===== src/rtl/gst_snd_dma_ctrl.sv =====
// rtl/gst_snd_dma_ctrl.sv - STE DMA-sound frame sequencer with fetch strobe and end-of-frame flags
module gst_snd_dma_ctrl #(
    parameter int SLOAD_LEN = 2
) (
    input  logic        clk32,
    input  logic        resb,
    input  logic        CS,
    input  logic        RW,
    input  logic [3:0]  A,
    input  logic [15:0] DIN,
    output logic [15:0] DOUT,
    input  logic        SREQ,
    input  logic        SLOT,
    output logic [22:0] ADDR,
    output logic        SLOAD_N,
    output logic        SINT,
    output logic        SACTIVE
);

    typedef enum logic [2:0] {
        S_IDLE  = 3'd0,
        S_LOAD  = 3'd1,
        S_RUN   = 3'd2,
        S_FETCH = 3'd3,
        S_POST  = 3'd4
    } state_t;

    localparam logic [2:0] FETCH_LAST = 3'(SLOAD_LEN - 1);

    state_t      state;
    state_t      state_nx;
    logic [2:0]  fcnt;
    logic        cs_q;
    logic        wr;
    logic [1:0]  ctrl;
    logic [22:0] start_r;
    logic [22:0] end_r;
    logic [22:0] cnt;
    logic [22:0] end_w;
    logic [22:0] addr_r;
    logic [22:0] cnt_inc;
    logic        empty;
    logic        frame_end;
    logic        clr_all;
    logic        clr_en;
    logic        din_unused;

    // Only the low byte of the CPU bus carries register data
    assign din_unused = ^DIN[15:8];

    // Writes fire once per CS assertion, on its first cycle
    assign wr        = CS & ~RW & ~cs_q;
    assign empty     = (start_r >= end_r);
    assign cnt_inc   = cnt + 23'd1;
    assign frame_end = (cnt_inc == end_w);
    assign ADDR      = addr_r;

    // Remember CS for the write-strobe edge detector
    always_ff @(posedge clk32 or negedge resb) begin
        if (!resb) cs_q <= 1'b0;
        else       cs_q <= CS;
    end

    // CPU-visible registers; a CPU write to CTRL beats the sequencer's own clear
    always_ff @(posedge clk32 or negedge resb) begin
        if (!resb) begin
            ctrl    <= 2'b00;
            start_r <= '0;
            end_r   <= '0;
        end else begin
            if (wr && A == 4'd0) ctrl <= DIN[1:0];
            else if (clr_all)    ctrl <= 2'b00;
            else if (clr_en)     ctrl[0] <= 1'b0;
            if (wr) begin
                case (A)
                    4'd1:    start_r[22:15] <= DIN[7:0];
                    4'd2:    start_r[14:7]  <= DIN[7:0];
                    4'd3:    start_r[6:0]   <= DIN[7:1];
                    4'd7:    end_r[22:15]   <= DIN[7:0];
                    4'd8:    end_r[14:7]    <= DIN[7:0];
                    4'd9:    end_r[6:0]     <= DIN[7:1];
                    default: ;
                endcase
            end
        end
    end

    // Sequencer state and strobe-length counter
    always_ff @(posedge clk32 or negedge resb) begin
        if (!resb) begin
            state <= S_IDLE;
            fcnt  <= 3'd0;
        end else begin
            state <= state_nx;
            fcnt  <= (state == S_FETCH) ? fcnt + 3'd1 : 3'd0;
        end
    end

    // Next-state selection; an in-flight fetch always runs to completion
    always_comb begin
        state_nx = state;
        case (state)
            S_IDLE:  if (ctrl[0]) state_nx = S_LOAD;
            S_LOAD:  state_nx = empty ? S_IDLE : S_RUN;
            S_RUN: begin
                if (!ctrl[0])          state_nx = S_IDLE;
                else if (SREQ && SLOT) state_nx = S_FETCH;
            end
            S_FETCH: if (fcnt == FETCH_LAST) state_nx = S_POST;
            S_POST: begin
                if (!ctrl[0])       state_nx = S_IDLE;
                else if (frame_end) state_nx = ctrl[1] ? S_LOAD : S_IDLE;
                else                state_nx = S_RUN;
            end
            default: state_nx = S_IDLE;
        endcase
    end

    // Strobes and flags decoded from the current state
    always_comb begin
        SLOAD_N = 1'b1;
        SINT    = 1'b0;
        SACTIVE = 1'b0;
        clr_all = 1'b0;
        clr_en  = 1'b0;
        case (state)
            S_LOAD: begin
                // An empty frame drops the whole control word, loop included
                SINT    = empty;
                SACTIVE = ~empty;
                clr_all = empty;
            end
            S_RUN:   SACTIVE = 1'b1;
            S_FETCH: begin
                SACTIVE = 1'b1;
                SLOAD_N = 1'b0;
            end
            S_POST: begin
                SACTIVE = 1'b1;
                SINT    = frame_end;
                clr_en  = frame_end & ~ctrl[1];
            end
            default: ;
        endcase
    end

    // Working counter, frame end copy and fetch address
    always_ff @(posedge clk32 or negedge resb) begin
        if (!resb) begin
            cnt    <= '0;
            end_w  <= '0;
            addr_r <= '0;
        end else begin
            if (state == S_LOAD) begin
                cnt   <= start_r;
                end_w <= end_r;
            end
            if (state == S_RUN && state_nx == S_FETCH) addr_r <= cnt;
            if (state == S_POST) cnt <= cnt_inc;
        end
    end

    // Register read mux; byte registers sit in the low byte
    always_comb begin
        DOUT = 16'h0000;
        if (CS && RW) begin
            case (A)
                4'd0:    DOUT = {14'd0, ctrl};
                4'd1:    DOUT = {8'd0, start_r[22:15]};
                4'd2:    DOUT = {8'd0, start_r[14:7]};
                4'd3:    DOUT = {8'd0, start_r[6:0], 1'b0};
                4'd4:    DOUT = {8'd0, cnt[22:15]};
                4'd5:    DOUT = {8'd0, cnt[14:7]};
                4'd6:    DOUT = {8'd0, cnt[6:0], 1'b0};
                4'd7:    DOUT = {8'd0, end_r[22:15]};
                4'd8:    DOUT = {8'd0, end_r[14:7]};
                4'd9:    DOUT = {8'd0, end_r[6:0], 1'b0};
                default: DOUT = 16'h0000;
            endcase
        end
    end

endmodule

===== config.mk =====
export PLATFORM = sky130hd
export DESIGN_NAME = gst_snd_dma_ctrl
export DESIGN_NICKNAME = d
export VERILOG_FILES = /design/src/rtl/gst_snd_dma_ctrl.sv
export SDC_FILE = /design/constraint.sdc
export NUM_CORES = 1
export LEC_CHECK = 0
export CAP_MARGIN = 20
export CORE_MARGIN = 5
export CORE_UTILIZATION = 58
export CTS_CLUSTER_DIAMETER = 200
export DETAILED_ROUTE_END_ITERATION = 12
export PLACE_DENSITY_LB_ADDON = 0.15
export SYNTH_ARGS = -nofsm -noshare
export SYNTH_HDL_FRONTEND = slang
export SYNTH_SLANG_ARGS = --single-unit

===== constraint.sdc =====
create_clock -name clk32 -period 4.7 [get_ports clk32]
set_clock_uncertainty 0.15 [all_clocks]
set_input_delay 0.94 -clock clk32 [delete_from_list [all_inputs] [get_ports clk32]]
set_output_delay 0.94 -clock clk32 [all_outputs]
set_load 0.02 [all_outputs]

Yosys cells after proc, flatten, opt, wreduce, memory -nomap -nowiden --
Index checks and enable logic that the tools add are counted.
Word-level totals: register bits 124, input port bits 26, output and inout bits 42, word-level logic and storage cells 79
Cells by class: add/subtract/negate cells 2, order comparisons 1, eq/ne operators 16, multiplexer cells 23, bitwise gates (word level) 7, reduce and logical (&&, ||, !) cells 16
Operator list (count):
- $pmux 8 s10 | 1
- $mux 23 | 2
- $add 23x1->23 const B | 1
- $eq 23x23->1 | 1
- $ge 23x23->1 | 1
- $eq 4x3->1 const B | 4
- $mux 3 | 5
- $pmux 3 s5 | 1
- $reduce_and 2->1 | 6
- $eq 3x2->1 const B | 3
- $eq 4x2->1 const B | 2
- $eq 4x4->1 const B | 2
- $mux 2 | 4
- $mux 8 | 1
- $mux 1 | 7
- $eq 3x1->1 const B | 2
- $eq 4x1->1 const B | 1
- $logic_and 1x1->1 | 4
- $logic_not 4->1 | 1
- $not 1->1 | 4
- $pmux 1 s2 | 2
- $reduce_bool 2->1 | 2
- $add 3x1->3 const B | 1
- $and 1x1->1 | 3
- 4 further kinds | 4

Logic depth before layout (Yosys ltp) --
word-level depth 7, mapped depth 9, gate-level depth less buffers 9

Worst setup path after synthesis --
Ideal clock, no wire load.
path type register to output, from reg cnt[0], to out SINT, arrival time 2.581 ns, data required time 3.610 ns, setup slack 1.029 ns, stages on the path, launching flop included 9, path buffers 0, cells stage by stage dfrtp_1 > ha_1 > nand4_1 > nor4_1 > nand2_1 > xnor2_1 > or4_1 > nor4_2 > a21o_2
Between the ends: cells in the longest elaborated chain, start to end 3
Ends and longest elaborated chain:
- from (decl) | RTL line 38 | logic [22:0] cnt;
- from (signal assigned) | RTL line 155 | cnt <= start_r;
- from (signal assigned) | RTL line 159 | if (state == S_POST) cnt <= cnt_inc;
- $add 23x1->23 | RTL line 54 | assign cnt_inc = cnt + 23'd1;
- $eq 23x23->1 | RTL line 55 | assign frame_end = (cnt_inc == end_w);
- $pmux 1 s2 | RTL line 126 | case (state)
- to (decl) | RTL line 16 | output logic SINT,
No other way between the ends.

Final worst setup path --
from reg end_r[14], to out SINT
Between the ends: cells in the longest elaborated chain, start to end 2
Ends and longest elaborated chain:
- from (decl) | RTL line 37 | logic [22:0] end_r;
- from (signal assigned) | RTL line 80 | 4'd8: end_r[14:7] <= DIN[7:0];
- $ge 23x23->1 | RTL line 53 | assign empty = (start_r >= end_r);
- $pmux 1 s2 | RTL line 126
No other way between the ends.

==> results.sh <==
export IMPL_drt_iter0_drc=611
export IMPL_core_um2=12600
export IMPL_synth_most_common_cell="dfrtp_1"
export IMPL_ys_ff_latch=124
export IMPL_clock_latency_ns=0.43
export IMPL_fp_dieArea_um2=15100
export IMPL_arrival_ns=3.56
export IMPL_drc=0
export IMPL_placed_area_um2=8210
export IMPL_path_max_fanout=4
export IMPL_end_kind="primary output"
export IMPL_async_flop_share=1.00
export IMPL_layout_cells_non_filler=1024
export IMPL_synthAdderAreaFrac=0.0441
export IMPL_vias=6435
export IMPL_synth_compound_area_frac=0.146
export IMPL_worstSetupStartpointType="flop"
export IMPL_grtUsageTotal=0.317
export IMPL_placed_cells=986
export IMPL_yosysWarnings=0
export IMPL_wire_per_inst_um=22.2
export IMPL_final_area_um2=8890
export IMPL_yosysTopAreaCellShare=0.421
export IMPL_layout_drive_gt1_share=0.202
export IMPL_fill_cells=1009
export IMPL_synth_top_cell_by_area="dfrtp_1"
export IMPL_die_w_um=123
export IMPL_nets=891
export IMPL_required_ns=3.61
export IMPL_place_gp_congestion=1.02
export IMPL_timing_final_crit_period_ns=4.65
export IMPL_p_leak_nw=4.07
export IMPL_port_buffers=51
export IMPL_clk_pin_slew_worst_paths_ns=0.06
export IMPL_routed_wl_mm=22.7
export IMPL_first_pass_iters=5
export IMPL_hold_viol=0
export IMPL_rsz0062_at_grt="no"
export IMPL_synth_top_family_by_area="simple AND/OR/NAND/NOR gates"
export IMPL_tightest_slew_ns=0.911
export IMPL_p_total_mw=4.18
export IMPL_fmax_mhz=215
export IMPL_num_antenna_cells=0
export IMPL_ys_types=75
export IMPL_vias_per_cell=6.28
export IMPL_cts_buffer_depth=2
export IMPL_slew_headroom=0.390
export IMPL_synth_area_per_cell_um2=9.61
export IMPL_grt_pass1_vias=6376
export IMPL_grt_ovfl_total=0
export IMPL_final_antenna_net_count=0
export IMPL_seq_area_frac_synth=0.421
export IMPL_synth_edf_count=0
export IMPL_r2r_cells=10
export IMPL_whs_ns=0.313
export IMPL_die_h_um=123
export IMPL_fin_ws_ns=0.0455
export IMPL_cts_sinks=124
export IMPL_final_setup_tns_ns=0
export IMPL_area_growth_pct=20.5
export IMPL_antenna_found_initial=0
export IMPL_io_pins=68
export IMPL_initial_core_util=0.587
export IMPL_path_class="flop to primary output"
export IMPL_status="complete, no violations"
export IMPL_worstHoldPathCells=1
export IMPL_grt_pass1_wl_mm=35.2
export IMPL_period_share=0.990
export IMPL_synthTopCellsByCount="dfrtp_1 (124), nand2_1 (86), o21ai_0 (69), mux2_2 (66), nor2_1 (39)"
export IMPL_cts_tree="done"
export IMPL_final_core_util=0.707
export IMPL_finalSetupViolations=0
export IMPL_synth_mux_area_frac=0.125
export IMPL_root_buffer="clkbuf_16"
export IMPL_grt_start_max_net_pins=68
export IMPL_syn_inst=768
export IMPL_p_per_area_nw_per_um2=471
export IMPL_dp_hpwl_mm=16.9
export IMPL_num_rows=41
export IMPL_synthXorXnorAreaFrac=0.0344
export IMPL_peakVddDrop_mv=0.249
export IMPL_slew_viol_final=0
export IMPL_ys_top_cells_by_area="dfrtp_1 (42%), mux2_2 (10%), o21ai_0 (4.7%)"
export IMPL_drv_cap=0
export IMPL_synth_area_um2=7380
export IMPL_synth_simple_area_share=0.174
export IMPL_h_tree_depth=4
export IMPL_hp_class="flop to flop"
export IMPL_pre_cts_ws_ns=0.258
export IMPL_synthFlopType="dfrtp_1"
export IMPL_numCtsBuffers=17
==> power breakdown <==
group          switching (mW)  internal, mW  total (mW)
Clock                   0.520         0.733        1.25
Combinational           0.817         0.581        1.40
Sequential              0.250          1.28        1.53
==> cell usage in the layout, fill, tap and decap left out, types with 4 or more instances in the layout <==
| cell type | instances |
|---|---|
| clkinvlp_4 | 5 |
| dfrtp_1 | 122 |
| o22ai_1 | 5 |
| nor4_1 | 8 |
| inv_1 | 37 |
| a221o_1 | 5 |
| a31oi_1 | 8 |
| a211oi_1 | 4 |
| clkbuf_16 | 17 |
| nor3_1 | 17 |
| mux2i_1 | 18 |
| a21oi_1 | 24 |
| nor3b_1 | 4 |
| xor2_1 | 12 |
| nand4_1 | 9 |
| a21o_1 | 6 |
| ha_1 | 25 |
| nor2b_1 | 9 |
| clkdlybuf4s50_1 | 50 |
| xnor2_1 | 17 |
| and3_1 | 12 |
| mux2_2 | 66 |
| buf_4 | 46 |
| nand2b_1 | 9 |
| nand3_1 | 21 |
| o21ai_0 | 69 |
| conb_1 | 8 |
| nor2_1 | 38 |
| a222oi_1 | 5 |
| nand2_1 | 86 |
==> kinds of logic (layout without fill, tap and decap cells) <==
group,Yosys count,in the layout
other,1,8
flip-flops,124,124
AND/OR/NAND/NOR,245,245
AO/OA/AOI/OAI,167,167
multiplexers,84,84
adder cells (fa/ha/maj),26,26
XOR/XNOR,29,29
buffers and inverters,92,169
==> per-layer routing <==
metal,part of all wire,up-vias,global-route usage
li1,-,2898,-
met3,0.096,80,0.0829
met2,0.46,395,0.498
met5,0,-,0
met4,0.042,0,0.148
met1,0.40,3062,0.409
==> path summary, 6_finish.rpt <==
path                       slack (ns)  startpoint   endpoint
max                              0.05   end_r[14]       SINT
min                              0.31     fcnt[0]    fcnt[0]
max reg2reg                      1.84      cnt[0]   state[0]
min reg2reg                      0.31     fcnt[0]    fcnt[0]
max in group asynchronous        3.15        resb  end_r[21]
min in group asynchronous        0.42        resb    fcnt[0]
==> cell type report <==
| type | instances | area, µm² | share of cell area |
|---|---|---|---|
| Clock inverter | 15 | 141 | 0.0159 |
| Tap cell | 172 | 215 | 0.0242 |
| Timing Repair Buffer | 100 | 933 | 0.105 |
| Inverter | 37 | 139 | 0.0156 |
| Clock buffer | 17 | 425 | 0.0479 |
| Sequential cell | 124 | 3110 | 0.349 |
| Multi-Input combinational cell | 559 | 3930 | 0.442 |
==> worst max-delay path: stages (launching register included) <==
cell	delay, ns
dfrtp_1	0.41
inv_1	0.10
ha_1	0.32
nand4_1	0.24
o41ai_2	0.46
a221oi_1	0.12
o21ai_0	0.28
a311oi_1	0.12
buf_4	0.20
nor2_1	0.16
a21o_2	0.14
clkdlybuf4s50_1	0.59
==> what timing repair did <==
item | 4_1_cts | 5_1_grt
setup buffers | 0 | 5
hold buffers | 0 | 0
pin swaps | 1 | 4
resized for setup | 3 | 4
endpoints found under the setup margin | 1 | 1
==> registers in the layout, summed over array words and instances, names as in the netlist <==
signal / flops
ADDR: 23
cnt: 23
cs_q: 1
ctrl: 2
end_r: 23
end_w: 23
fcnt: 3
start_r: 23
state: 3
Power figures use the tool's default switching activity.
